`src/rtl/ahb_pkg.sv`:
```
// Shared AHB-Lite definitions: transfer encodings, response codes, slave
// count, the default-slave state type and a lowest-bit select helper.
package ahb_pkg;

  localparam int AHB_NUM_SLAVES = 5;

  typedef enum logic [1:0] {
    HTRANS_IDLE   = 2'b00,
    HTRANS_BUSY   = 2'b01,
    HTRANS_NONSEQ = 2'b10,
    HTRANS_SEQ    = 2'b11
  } htrans_e;

  localparam logic HRESP_OKAY  = 1'b0;
  localparam logic HRESP_ERROR = 1'b1;

  typedef enum logic [1:0] {
    D_IDLE = 2'b00,
    D_ERR1 = 2'b01,
    D_ERR2 = 2'b10
  } dflt_state_e;

  // Keep only the lowest set bit, so a malformed multi-hot select still
  // produces a one-hot data-phase owner.
  function automatic logic [AHB_NUM_SLAVES-1:0] lowest_set(
    input logic [AHB_NUM_SLAVES-1:0] v
  );
    return v & (~v + AHB_NUM_SLAVES'(1));
  endfunction

endpackage

```
`src/rtl/ahblite_default_slave.sv`:
```
// Built-in default slave: answers active transfers to unmapped addresses
// with the two-cycle AHB ERROR response and counts those responses.
module ahblite_default_slave
  import ahb_pkg::*;
#(
  parameter bit ERR_EN = 1'b1
) (
  input  logic        clk,
  input  logic        rst,
  input  logic        sample,
  input  logic        unmapped_active,
  output logic        hready,
  output logic        hresp,
  output logic [15:0] err_cnt
);

  dflt_state_e state_q;
  dflt_state_e state_d;
  logic [15:0] err_cnt_q;

  logic start_err;
  assign start_err = sample && unmapped_active && ERR_EN;

  // State register; synchronous reset abandons any response in flight.
  // NOTE: sequential state uses non-blocking assignments so every register
  // sees pre-edge values of its neighbours, independent of process order.
  always_ff @(posedge clk) begin
    if (rst) state_q <= D_IDLE;
    else     state_q <= state_d;
  end

  // Next state and response outputs for the error sequence.
  always_comb begin
    // NOTE: every output gets a default first, so no path through the case
    // leaves a signal unassigned and no latch is inferred.
    state_d = state_q;
    hready  = 1'b1;
    hresp   = HRESP_OKAY;
    unique case (state_q)
      D_IDLE: begin
        if (start_err) state_d = D_ERR1;
      end
      D_ERR1: begin
        hready  = 1'b0;
        hresp   = HRESP_ERROR;
        state_d = D_ERR2;
      end
      D_ERR2: begin
        // Second error cycle is also an address-sampling edge.
        hresp   = HRESP_ERROR;
        state_d = start_err ? D_ERR1 : D_IDLE;
      end
      default: state_d = D_IDLE;
    endcase
  end

  // Saturating error counter, bumped as the response enters its final cycle.
  always_ff @(posedge clk) begin
    if (rst) begin
      err_cnt_q <= 16'h0000;
    end else if (state_q == D_ERR1 && err_cnt_q != 16'hFFFF) begin
      err_cnt_q <= err_cnt_q + 16'd1;
    end
  end

  assign err_cnt = err_cnt_q;

endmodule

```
`src/rtl/ahblite_slave_mux.sv`:
```
// AHB-Lite data-phase multiplexer: registers the decoder's slave select in
// the address phase and routes that slave's response back to the master.
module ahblite_slave_mux
  import ahb_pkg::*;
#(
  parameter logic [31:0] DEFAULT_RDATA  = 32'h0000_0000,
  parameter bit          DEFAULT_ERR_EN = 1'b1
) (
  input  logic        HCLK,
  input  logic        HRESET,
  input  logic [1:0]  HTRANS,
  input  logic        P0_HSEL,
  input  logic        P1_HSEL,
  input  logic        P2_HSEL,
  input  logic        P3_HSEL,
  input  logic        P4_HSEL,
  input  logic [31:0] P0_HRDATA,
  input  logic [31:0] P1_HRDATA,
  input  logic [31:0] P2_HRDATA,
  input  logic [31:0] P3_HRDATA,
  input  logic [31:0] P4_HRDATA,
  input  logic        P0_HREADYOUT,
  input  logic        P1_HREADYOUT,
  input  logic        P2_HREADYOUT,
  input  logic        P3_HREADYOUT,
  input  logic        P4_HREADYOUT,
  input  logic        P0_HRESP,
  input  logic        P1_HRESP,
  input  logic        P2_HRESP,
  input  logic        P3_HRESP,
  input  logic        P4_HRESP,
  output logic [31:0] HRDATA,
  output logic        HREADY,
  output logic        HRESP,
  output logic [15:0] ERR_CNT
);

  logic [AHB_NUM_SLAVES-1:0] hsel;
  logic [AHB_NUM_SLAVES-1:0] sel_q;
  logic [31:0]               rdata    [AHB_NUM_SLAVES];
  logic [AHB_NUM_SLAVES-1:0] readyout;
  logic [AHB_NUM_SLAVES-1:0] resp;

  assign hsel     = {P4_HSEL, P3_HSEL, P2_HSEL, P1_HSEL, P0_HSEL};
  assign readyout = {P4_HREADYOUT, P3_HREADYOUT, P2_HREADYOUT, P1_HREADYOUT, P0_HREADYOUT};
  assign resp     = {P4_HRESP, P3_HRESP, P2_HRESP, P1_HRESP, P0_HRESP};
  assign rdata[0] = P0_HRDATA;
  assign rdata[1] = P1_HRDATA;
  assign rdata[2] = P2_HRDATA;
  assign rdata[3] = P3_HRDATA;
  assign rdata[4] = P4_HRDATA;

  // Active (NONSEQ/SEQ) transfer that no slave claims.
  logic unmapped_active;
  assign unmapped_active = (hsel == '0) &&
                           (HTRANS == HTRANS_NONSEQ || HTRANS == HTRANS_SEQ);

  logic        dflt_hready;
  logic        dflt_hresp;

  ahblite_default_slave #(
    .ERR_EN (DEFAULT_ERR_EN)
  ) u_default (
    .clk             (HCLK),
    .rst             (HRESET),
    .sample          (HREADY),
    .unmapped_active (unmapped_active),
    .hready          (dflt_hready),
    .hresp           (dflt_hresp),
    .err_cnt         (ERR_CNT)
  );

  // Data-phase owner, captured only when the bus completes a cycle.
  always_ff @(posedge HCLK) begin
    if (HRESET)      sel_q <= '0;
    else if (HREADY) sel_q <= lowest_set(hsel);
  end

  // Route the owning slave's response; the default slave answers otherwise.
  always_comb begin
    HRDATA = DEFAULT_RDATA;
    HREADY = dflt_hready;
    HRESP  = dflt_hresp;
    for (int i = 0; i < AHB_NUM_SLAVES; i++) begin
      if (sel_q[i]) begin
        HRDATA = rdata[i];
        HREADY = readyout[i];
        HRESP  = resp[i];
      end
    end
  end

endmodule

```
`config.mk`:
```
export PLATFORM = sky130hd
export DESIGN_NAME = ahblite_slave_mux
export DESIGN_NICKNAME = d
export VERILOG_FILES = /design/src/rtl/ahb_pkg.sv /design/src/rtl/ahblite_default_slave.sv /design/src/rtl/ahblite_slave_mux.sv
export SDC_FILE = /design/constraint.sdc
export NUM_CORES = 1
export LEC_CHECK = 0
export ABC_AREA = 1
export CAP_MARGIN = 20
export CORE_MARGIN = 2
export CORE_UTILIZATION = 35
export DETAILED_ROUTE_END_ITERATION = 16
export GPL_TIMING_DRIVEN = 1
export PLACE_DENSITY = 0.95
export SYNTH_ARGS = -nofsm -noshare
export SYNTH_HDL_FRONTEND = slang
export SYNTH_SLANG_ARGS = --single-unit
export TNS_END_PERCENT = 100
```
`constraint.sdc`:
```
create_clock -name HCLK -period 4.1 [get_ports HCLK]
set_clock_uncertainty 0.1 [all_clocks]
set_input_delay 1.025 -clock HCLK [delete_from_list [all_inputs] [get_ports HCLK]]
set_output_delay 1.025 -clock HCLK [all_outputs]
set_load 0.02 [all_outputs]
```
After elaboration in Yosys (flattened, before gate mapping). Index checks and enable logic that the tools add are counted.

Register bits after elaboration: 23. Output and inout port bits: 50.

Eq/ne operators: 6. Reduce and logical (&&, ||, !) cells: 7. Bitwise gates (word level): 2. Add/sub/neg operators: 2. Mux-type cells: 20.

Operators with widths (count): $mux 32 (5); $add 16x1->16 const B (1); $ne 16x16->1 const B (1); $mux 1 (13); $eq 2x2->1 const B (3); $pmux 2 s3 (1); $add 5x1->5 const B (1); $and 5x5->5 (1); $logic_not 5->1 (1); $not 5->5 (1); $logic_and 1x1->1 (3); $eq 2x1->1 const B (1); $logic_not 2->1 (1); $mux 2 (1); $ne 2x1->1 const B (1); $reduce_or 2->1 (1); $logic_or 1x1->1 (1).

Logic depth before layout (Yosys ltp). Gate-level depths: netlist of run 1.

Depth after elaboration: 10. Gate-level depth with buffers: 13. Depth with buffers taken out: 13.

Cells and area by module. Synthesis of run 1 repeated with hierarchy kept, for this count alone.

Cell total of the unflattened synthesis: 492. Area total of the unflattened synthesis: 2751.4 um2.

Modules (own cells, without submodules): ahblite_slave_mux (times used 1, cells an instance 321, seq. area each 100.1 um2, area an instance 1624.1 um2); ahblite_default_slave (times used 1, cells an instance 171, seq. area each 360.3 um2, area an instance 1127.3 um2).

Least setup slack after synthesis of run 1. OpenSTA, ideal clock, no wires.

Path kind: input-to-output. Start point: input port P0_HRESP. End point: output port HRESP. Path slack: 1299 ps. Arrival: 1676 ps. Stages: 6. Path buffers: 0. Data required time: 2975 ps. Cell sequence: nand2_1 nand3_1 o21ai_0 nand2_1 o211ai_1 a21oi_1.

Cells in the longest elaborated chain, start to end: 5.

Ends and longest elaborated chain: start: declaration (line ahblite_slave_mux.sv:27) `input logic P0_HRESP,`; $mux 1 (5 in series) (line ahblite_slave_mux.sv:85) `if (sel_q[i]) begin`; end: declaration (line ahblite_slave_mux.sv:34) `output logic HRESP,`.

Every way passes these cells.

Worst setup path in the final report of run 1. Same ends and word-level chain as after synthesis.

==> results of run 1 <==
==> power by group <==
| part | internal, mW | switching, mW |
|---|---|---|
| registers | 0.249 | 0.0382 |
| logic | 1.17 | 1.50 |
| clock network | 0.0680 | 0.0759 |
==> cells by family (layout without fill, tap and decap cells) <==
group / count (synthesis) / in the layout / synth area share (%)
DFF: 23 / 23 / 17.92
xor gates and xnor gates: 6 / 6 / 2.045
AOI/OAI and AO/OA: 168 / 168 / 36.61
buffers and inverters: 57 / 265 / 9.348
and+or+nand+nor: 194 / 194 / 31.16
adders and majority gates: 6 / 6 / 2.921
==> metal layers <==
metal  vias up  global-route usage (%)  wire (um)
met3        30                   4.479       1273
li1       1962                       -          -
met2       248                   52.27       6574
met5         -                       0          0
met1      1852                   32.64       4698
met4         0                   7.463        361
==> sequential cells by signal, summed over array words and instances, names as in the netlist <==
name / count
sel_q: 5
u_default.err_cnt: 16
u_default.state_q: 2
==> cell usage after synthesis, types with 3 or more instances <==
| cell | n |
|---|---|
| a21oi_1 | 119 |
| nand2_1 | 104 |
| nor2_1 | 59 |
| o211ai_1 | 33 |
| clkbuf_1 | 24 |
| dfxtp_1 | 23 |
| inv_1 | 19 |
| nand3_1 | 16 |
| o21ai_1 | 7 |
| ha_1 | 6 |
| buf_2 | 5 |
| inv_2 | 5 |
| o21ai_0 | 5 |
| xor2_1 | 5 |
| nor3_2 | 4 |
| nor3_1 | 3 |
==> path summary, 6_finish.rpt <==
kind                                           start                                 end  slack [ns]  depth (start not counted)
setup / recovery                            P0_HRESP                               HRESP        0.33                          8
hold / removal    u_default.err_cnt[15]$_SDFFE_PP0P_  u_default.err_cnt[15]$_SDFFE_PP0P_        0.40                          2
setup reg to reg               sel_q[2]$_SDFFE_PP0P_   u_default.state_q[0]$_SDFFE_PP0P_        1.75                          9
hold reg to reg   u_default.err_cnt[15]$_SDFFE_PP0P_  u_default.err_cnt[15]$_SDFFE_PP0P_        0.40                          2
==> critical path: stages <==
cell,delay (ns)
clkdlybuf4s50_1,0.45
nand2_1,0.05
nand3_1,0.07
o21ai_0,0.07
nand2_1,0.06
o211ai_1,0.10
a21oi_1,0.17
clkdlybuf4s50_1,0.65
==> layout make-up <==
class	instances	area share (%)
tap	99	2.509
clock inverter	1	0.1014
multi-input combinational	374	37.91
timing repair buffer	236	47.39
inverter	25	1.926
sequential	23	9.326
clock buffer	3	0.8363
==> run_results.csv, run 1 <==
group,metric,value,unit
yosys,syn_area_per_cell,5.661,um2
timing,hold_violations,0,
timing,rsz0062_at_grt,"false",
clocking,cts_tree,"done",
finish,fin_nets,848,
routing,drtIter0Drc,311,
clocking,cts_buffers,3,
clocking,cts_num_sinks,23,
finish,syn2layout_area_growth,92.11,%
placed_design,io_buffers,227,
power,power_leakage,1.833,nW
routing,totalWireLength,12910,um
global_route,gr-usage-all-layers,27.91,%
yosys,synth_top_area_share,23.17,%
routing,drt.antenna.violating_nets,0,
timing,setup_ws,0.3284,ns
yosys,synth_seq_area_share,17.92,%
yosys,synth_edf_count,0,
yosys,synth_area_leaders,"a21oi_1 (23%), dfxtp_1 (18%), nand2_1 (15%)",
timing,finalCritPeriodShare,91.99,%
clocking,cts.htree.levels,1,
die,io_pins,229,
finish,layout_common_cells,"clkdlybuf4s50_1 (227), a21oi_1 (119), nand2_1 (104), nor2_1 (58), o211ai_1 (33)",
placed_design,place_congestion,0.9193,
timing,fmax,0.2651,GHz
worst_setup_path,cp_max_fo,1,
die,fp.coreArea,7176,um2
timing,finalSetupViolCount,0,
global_route,grt_pass1_wl,17530,um
placed_design,dpl.cell_count,757,
finish,final_area,4937,um2
finish,final_cells,761,
clocking,insertion_delay,0.27,ns
worst_setup_path,crit_arrival,2.65,ns
finish,multi_input_area,1872,um2
worst_setup_path,start_kind,"input port",
die,start_util,35.82,%
run,drv_cap,0,
finish,postLayoutCoreUtil,68.81,%
routing,vias_per_cell,5.377,
finish,diodes,0,
yosys,synth-main-ff-cell,"dfxtp_1",
power,vdd_drop_max,474.2,uV
die,fp.dieH,89.69,um
clocking,root_buffer,"clkbuf_8",
clocking,ctsHoldBuffers,0,
timing,fin_crit,3.772,ns
placed_design,dpl-instance-area,4891,um2
finish,seqCellArea,460.4,um2
yosys,ys_ff_latch,23,
timing,drv_slew,0,
clocking,cts_resized,0,
die,die_x,89.69,um
finish,fill_cells,567,
run_status,status,"complete, no violations",
routing,drt_pass1_iterations,7,
global_route,grt_pass1_vias,3626,
yosys,yosys_warnings,0,
routing,drcViolationCount,0,
yosys,synthCells,454,
worst_setup_path,worstSetupEndpointType,"output port",
global_route,grt_antenna_before_repair,0,
yosys,syn_area,2570,um2
power,total_power,3.108,mW
yosys,synth_nets,639,
die,die_area,8044,um2
power,power_density,629.6,nW/um2
global_route,grt_overflow_total,0,
timing,whs,0.4015,ns
clocking,postCtsSetupBuffers,0,
yosys,yosysTopAreaCell,"a21oi_1",
placed_design,dp_slack,0.3356,ns
global_route,grt_max_degree,37,
timing,setup_tns,0,ns
die,fp-row-count,31,
worst_hold_path,hold_path_class,"flip-flop to flip-flop",
timing,worst_pin_slew,0.6764,ns
finish,drive_above_1_share,4.381,%
routing,detail_route.wl_per_cell,16.96,um
yosys,ys_types,30,
timing,slew_headroom,54.84,%
worst_setup_path,cp.required,2.97,ns
routing,vias,4092,
finish,layout.cells.most_common,"clkdlybuf4s50_1",
clocking,cts.path.max_buffers,2,
placed_design,place.detailed.hpwl,10090,um
clocking,path_clk_slew,0.08,ns
worst_setup_path,critical_path_class,"input port to output port",
yosys,synthArstFlopShare,0,%
No activity file was read; power rests on OpenSTA's default activity.
==> run 2: changes to the inputs <==
Settings changed: GPL_ROUTABILITY_DRIVEN set to 0.
==> results of run 2 <==
No change in the layout: final DEF, timing and power equal those of run 1.
